File: config.mk
export PLATFORM = sky130hd
export DESIGN_NAME = learning_engine
export DESIGN_NICKNAME = d
export VERILOG_FILES = /design/src/rtl/learning_engine.sv
export SDC_FILE = /design/constraint.sdc
export NUM_CORES = 1
export LEC_CHECK = 0
export ABC_CLOCK_PERIOD_IN_PS = 3400
export BUFFER_PORTS_ARGS = -buffer_cell sky130_fd_sc_hd__buf_4
export CORE_MARGIN = 4
export CORE_UTILIZATION = 50
export CTS_CLUSTER_DIAMETER = 60
export DETAILED_ROUTE_END_ITERATION = 10
export PLACE_DENSITY_LB_ADDON = 0.3
export SYNTH_ARGS = -nofsm -noshare
export SYNTH_HDL_FRONTEND = slang
export SYNTH_SLANG_ARGS = --single-unit
File: constraint.sdc
create_clock -name clk -period 3.4 [get_ports clk]
set_input_delay 0.34 -clock clk [delete_from_list [all_inputs] [get_ports clk]]
set_output_delay 0.34 -clock clk [all_outputs]
set_load 0.005 [all_outputs]
File: src/rtl/learning_engine.sv
// learning_engine: walks a song in note memory, plays each note, judges the answer, keeps a score.
// Define LEARN_RETRY_EN to replay a missed note up to MAX_TRIES times before moving on.
module learning_engine #(
    parameter int NOTE_W    = 4,
    parameter int DUR_W     = 26,
    parameter int ADDR_W    = 5,
    parameter int SONG_LEN  = 32,
    parameter int SCORE_W   = 6,
    parameter int TIMEOUT   = 100000000,
    parameter int MAX_TRIES = 3
) (
    input  logic               clk,
    input  logic               rst,
    input  logic               start,
    input  logic [NOTE_W-1:0]  user_input,
    input  logic               confirm_button,
    input  logic [NOTE_W-1:0]  note_value,
    input  logic [DUR_W-1:0]   duration_value,
    output logic [ADDR_W-1:0]  mem_addr,
    output logic [NOTE_W-1:0]  key,
    output logic               key_on,
    output logic [SCORE_W-1:0] score,
    output logic               busy,
    output logic               done,
    output logic               last_correct
);

    localparam int TMO_W = $clog2(TIMEOUT + 1);
    localparam int WLK_W = $clog2(SONG_LEN + 1);
    localparam int TRY_W = $clog2(MAX_TRIES + 1);

    localparam logic [TMO_W-1:0] TMO_LOAD = TMO_W'(TIMEOUT - 1);
    localparam logic [WLK_W-1:0] WLK_LAST = WLK_W'(SONG_LEN - 1);

    typedef enum logic [2:0] {
        S_IDLE, S_FETCH, S_LOAD, S_PLAY,
        S_WAIT, S_JUDGE, S_ADV, S_DONE
    } state_t;

    state_t state_q, state_d;

    logic [ADDR_W-1:0]  addr_q, addr_d;
    logic [NOTE_W-1:0]  key_q, key_d;
    logic [DUR_W-1:0]   dlen_q, dlen_d;
    logic [DUR_W-1:0]   dcnt_q, dcnt_d;
    logic [TMO_W-1:0]   tmo_q, tmo_d;
    logic               tmo_hit_q, tmo_hit_d;
    logic [SCORE_W-1:0] score_q, score_d;
    logic               last_q, last_d;
    logic [WLK_W-1:0]   walked_q, walked_d;
    logic [TRY_W-1:0]   tries_q, tries_d;
    logic [2:0]         sync_q;

    logic strobe;
    logic correct;
    logic retry;
    logic [DUR_W-1:0] dur_clamped;

    assign strobe      = sync_q[1] & ~sync_q[2];
    assign correct     = ~tmo_hit_q & (user_input == key_q);
    assign dur_clamped = (duration_value == '0) ? DUR_W'(1) : duration_value;

`ifdef LEARN_RETRY_EN
    assign retry = ~correct & ((int'(tries_q) + 1) < MAX_TRIES);
`else
    assign retry = 1'b0;
`endif

    // Two-flop synchroniser plus one delay flop for rising-edge detect
    always_ff @(posedge clk or posedge rst) begin
        if (rst) sync_q <= '0;
        else     sync_q <= {sync_q[1:0], confirm_button};
    end

    // State register
    always_ff @(posedge clk or posedge rst) begin
        if (rst) state_q <= S_IDLE;
        else     state_q <= state_d;
    end

    // Next-state logic
    always_comb begin
        state_d = state_q;
        case (state_q)
            S_IDLE, S_DONE: if (start) state_d = S_FETCH;
            S_FETCH: state_d = S_LOAD;
            S_LOAD:  state_d = (note_value == '0) ? S_DONE : S_PLAY;
            S_PLAY:  if (dcnt_q == DUR_W'(1)) state_d = S_WAIT;
            S_WAIT:  if (strobe || tmo_q == '0) state_d = S_JUDGE;
            S_JUDGE: state_d = retry ? S_PLAY : S_ADV;
            S_ADV:   state_d = (walked_q == WLK_LAST) ? S_DONE : S_FETCH;
            default: state_d = S_IDLE;
        endcase
    end

    // State-decoded outputs
    always_comb begin
        busy   = (state_q != S_IDLE) && (state_q != S_DONE);
        done   = (state_q == S_DONE);
        key_on = (state_q == S_PLAY);
    end

    // Datapath next-state: address, note latch, counters and score
    always_comb begin
        addr_d    = addr_q;
        key_d     = key_q;
        dlen_d    = dlen_q;
        dcnt_d    = dcnt_q;
        tmo_d     = tmo_q;
        tmo_hit_d = tmo_hit_q;
        score_d   = score_q;
        last_d    = last_q;
        walked_d  = walked_q;
        tries_d   = tries_q;
        case (state_q)
            S_IDLE, S_DONE: begin
                if (start) begin
                    addr_d   = '0;
                    score_d  = '0;
                    walked_d = '0;
                end
            end
            S_LOAD: begin
                if (note_value != '0) key_d = note_value;
                dlen_d  = dur_clamped;
                dcnt_d  = dur_clamped;
                tries_d = '0;
            end
            S_PLAY: begin
                dcnt_d    = dcnt_q - DUR_W'(1);
                tmo_d     = TMO_LOAD;
                tmo_hit_d = 1'b0;
            end
            S_WAIT: begin
                tmo_d     = tmo_q - TMO_W'(1);
                tmo_hit_d = ~strobe & (tmo_q == '0);
            end
            S_JUDGE: begin
                last_d  = correct;
                tries_d = tries_q + TRY_W'(1);
                dcnt_d  = dlen_q;
                if (correct && score_q != {SCORE_W{1'b1}})
                    score_d = score_q + SCORE_W'(1);
            end
            S_ADV: begin
                addr_d   = addr_q + ADDR_W'(1);
                walked_d = walked_q + WLK_W'(1);
            end
            default: ;
        endcase
    end

    // Datapath registers
    always_ff @(posedge clk or posedge rst) begin
        if (rst) begin
            addr_q    <= '0;
            key_q     <= '0;
            dlen_q    <= '0;
            dcnt_q    <= '0;
            tmo_q     <= '0;
            tmo_hit_q <= 1'b0;
            score_q   <= '0;
            last_q    <= 1'b0;
            walked_q  <= '0;
            tries_q   <= '0;
        end else begin
            addr_q    <= addr_d;
            key_q     <= key_d;
            dlen_q    <= dlen_d;
            dcnt_q    <= dcnt_d;
            tmo_q     <= tmo_d;
            tmo_hit_q <= tmo_hit_d;
            score_q   <= score_d;
            last_q    <= last_d;
            walked_q  <= walked_d;
            tries_q   <= tries_d;
        end
    end

    assign mem_addr     = addr_q;
    assign key          = key_q;
    assign score        = score_q;
    assign last_correct = last_q;

endmodule

==> flow_summary.yaml <==
sta:
  final.setup_skew_ns: 0.00694
  post-route-period-util_pct: 77.1
  drv_slew: 0
  rsz0062_at_grt: "no"
  hold_viol: 0
  worst_pin_slew_ns: 1.02
  setup_viol: 0
  fmax_ghz: 0.381
  tns_ns: 0
  max-slew-margin-rel_pct: 31.8
  fin_crit_ns: 2.62
cts:
  clock-root-buffer: "clkbuf_16"
  clk_pin_slew_ns: 0.07
  post_cts_buffers: 0
  h-tree-depth: 3
  cts_buffers: 9
  post_cts_resized: 0
  ctsHoldBuffers: 0
  cts_buffer_depth: 2
  cts.sinks: 108
  insertion_delay_ns: 0.35
  cts_tree: "built"
routing:
  dr.pass1.iters: 7
  drt-wirelength-per-cell_um: 17.5
  drt-total-wl_um: 14000
  num_vias: 4899
  drtAntennaViolNets: 0
  drt_iter0_markers: 397
  drc: 0
  viasPerCell: 6.11
logic_synthesis:
  synth_seq_area_share_pct: 46.7
  syn_area_per_cell_um2: 9.54
  yosysTopAreaCell: "dfrtp_1"
  synth_seq_cells: 108
  netlist.area_leader.share_pct: 46.7
  synthesis.nets: 652
  synth_edf_count: 0
  synth_cells: 607
  ys_top_cells_by_area: "dfrtp_1 (47%), a21oi_1 (4.9%), mux2_2 (4.9%)"
  netlist_area_um2: 5790
  ys_types: 60
  ys.flop_type: "dfrtp_1"
  synth_common_cells: "dfrtp_1 (108), a21oi_1 (57), nor2_1 (50), nand2_1 (45), o21ai_0 (35)"
  yosysMostFrequentCell: "dfrtp_1"
  yosysWarnings: 0
  async_reset_ff_share_pct: 100
worst_setup_path:
  r2r_slack_ns: 1.00
  cp-start-kind: "flop"
  cp_slowest_stage_delay_ns: 0.73
  worstPathRequired_ns: 3.06
  path_cells: "nor2b_1 -> nand2_1 -> inv_1 -> buf_4"
  path_class: "reg2out"
  reg2reg_to: "tmo_q[22]"
  critical_path.slowest_cell: "dfrtp_1"
  worstPathMaxFanout: 22
  reg2regPathDepth: 5
  arrival_ns: 2.28
  r2r_start: "state_q[2]"
  crit_path_end_kind: "output pin"
  crit_path_start: "state_q[1]"
global_routing:
  grt_use_met3_pct: 5.69
  grt_pass1_vias: 4698
  grt_max_degree: 86
  grt_usage_pct: 22.2
  grt.busiest_layer: "met2"
  grt_use_met2_pct: 36.6
  antenna_found_initial: 0
  grt_overflow: 0
  grt.met1_usage_pct: 29.0
  grt_pass1_wl_um: 23800
worst_hold_path:
  hold_path_class: "in2reg"
  hold-path-endpoint: "sync_q[0]"
  hold_path_startpoint: "confirm_button"
  holdPathStages: 1
placement:
  globalplace.congestion: 0.852
  numPortBuffers: 56
  dp.final_hpwl_um: 9960
run_status:
  status: "finished, final reports clean"
floorplanning:
  core_um2: 11400
  num_rows: 39
  dieArea_um2: 13400
  pin_count: 57
  initial_utilization_pct: 50.9
  die_w_um: 116
  die_h_um: 116
run:
  max_cap_violations: 0
cells_and_area:
  n_fill_cell: 940
  post-route-util_pct: 58.4
  seq_area_um2: 2700
  drive_gt1_share_pct: 19.6
  n_antenna_cell: 0
  multi_input_area_um2: 2900
  area_growth_pct: 14.7
  nets: 699
pwr:
  cellPowerDensity_nw_per_um2: 820
  leakage_nw: 2.75
  irDropWorstVdd_uv: 498
==> worst max path at each step <==
| stage | end | cells after the start |
|---|---|---|
| 2_1_floorplan | dcnt_q[0] | 1 |
| 3_3_place_gp | tmo_q[22] | 5 |
| 3_5_place_dp | tmo_q[22] | 5 |
| 4_1_cts | key_on | 4 |
| 5_1_grt | key_on | 4 |
| 6_report | key_on | 4 |
==> state kept, by name, indices dropped and copies added, names as in the netlist, 3 cells and up <==
name      count
dcnt_q       26
dlen_q       26
key           4
mem_addr      5
score         6
state_q       3
sync_q        3
tmo_q        27
walked_q      6
==> routing by layer <==
layer,vias up,wire length (µm)
li1,2341,-
met2,163,6840
met4,0,376
met3,27,742
met5,-,0
met1,2368,6080
==> final cells by class <==
cell class                 count  share of cell area [%]
sequential                   108                    40.7
multi-input combinational    452                    43.6
timing repair buffer          65                    7.35
clock inverter                 5                   0.923
inverter                      18                    1.05
clock buffer                  11                    3.65
tap                          143                    2.69
==> power by group <==
group	leakage (nW)	switching, W	internal [W]
Sequential	1.27	0.000448	0.00169
Combinational	1.34	0.00129	0.000945
Clock	0.138	0.000482	0.000593
==> logic make-up (layout without fill, tap and decap cells) <==
kind of cell    count (synthesis)  count (layout)  share of synthesized area, %
fa+ha+maj                       7               7                          1.51
buf+inv                        47              99                          3.31
simple gates                  228             228                          22.2
xor+xnor                        9               9                          1.36
compound gates                175             175                          18.7
mux                            33              33                          6.24
flops                         108             108                          46.7
==> cell usage in the layout, fill, tap and decap left out, types with 6 or more instances in the layout <==
master	instances
dfrtp_1	108
nand4_1	6
nor3_1	16
a21oi_1	57
nor2_1	49
buf_4	65
o41ai_1	8
mux2_2	25
o22ai_1	20
nand3_1	28
ha_1	7
o31ai_1	16
nor2b_1	21
clkbuf_16	9
xor2_1	8
mux2i_1	8
nor4_1	14
nand2_1	45
inv_1	17
o21ai_0	35
==> critical path: cells and delay by family (launching register included) <==
| family | cells | cell delay (ns) |
|---|---|---|
| buffers and inverters | 2 | 0.74 |
| DFF | 1 | 0.73 |
| and+or+nand+nor | 2 | 0.45 |
==> through the flow <==
stage / hold slack (ns) / power (W) / instance area (µm²) / std cells / worst slack (ns)
2_1_floorplan: 0.331 / 0.00367 / 5790 / 607 / 0.214
3_3_place_gp: 0.334 / 0.00427 / 6340 / 786 / 1.12
5_1_grt: 0.0924 / 0.00584 / 6640 / 802 / 0.640
6_report: 0.100 / 0.00545 / 6640 / 802 / 0.778
3_5_place_dp: 0.335 / 0.00436 / 6340 / 786 / 1.02
4_1_cts: 0.0924 / 0.00545 / 6640 / 802 / 0.813
Power figures use the tool's default switching activity.
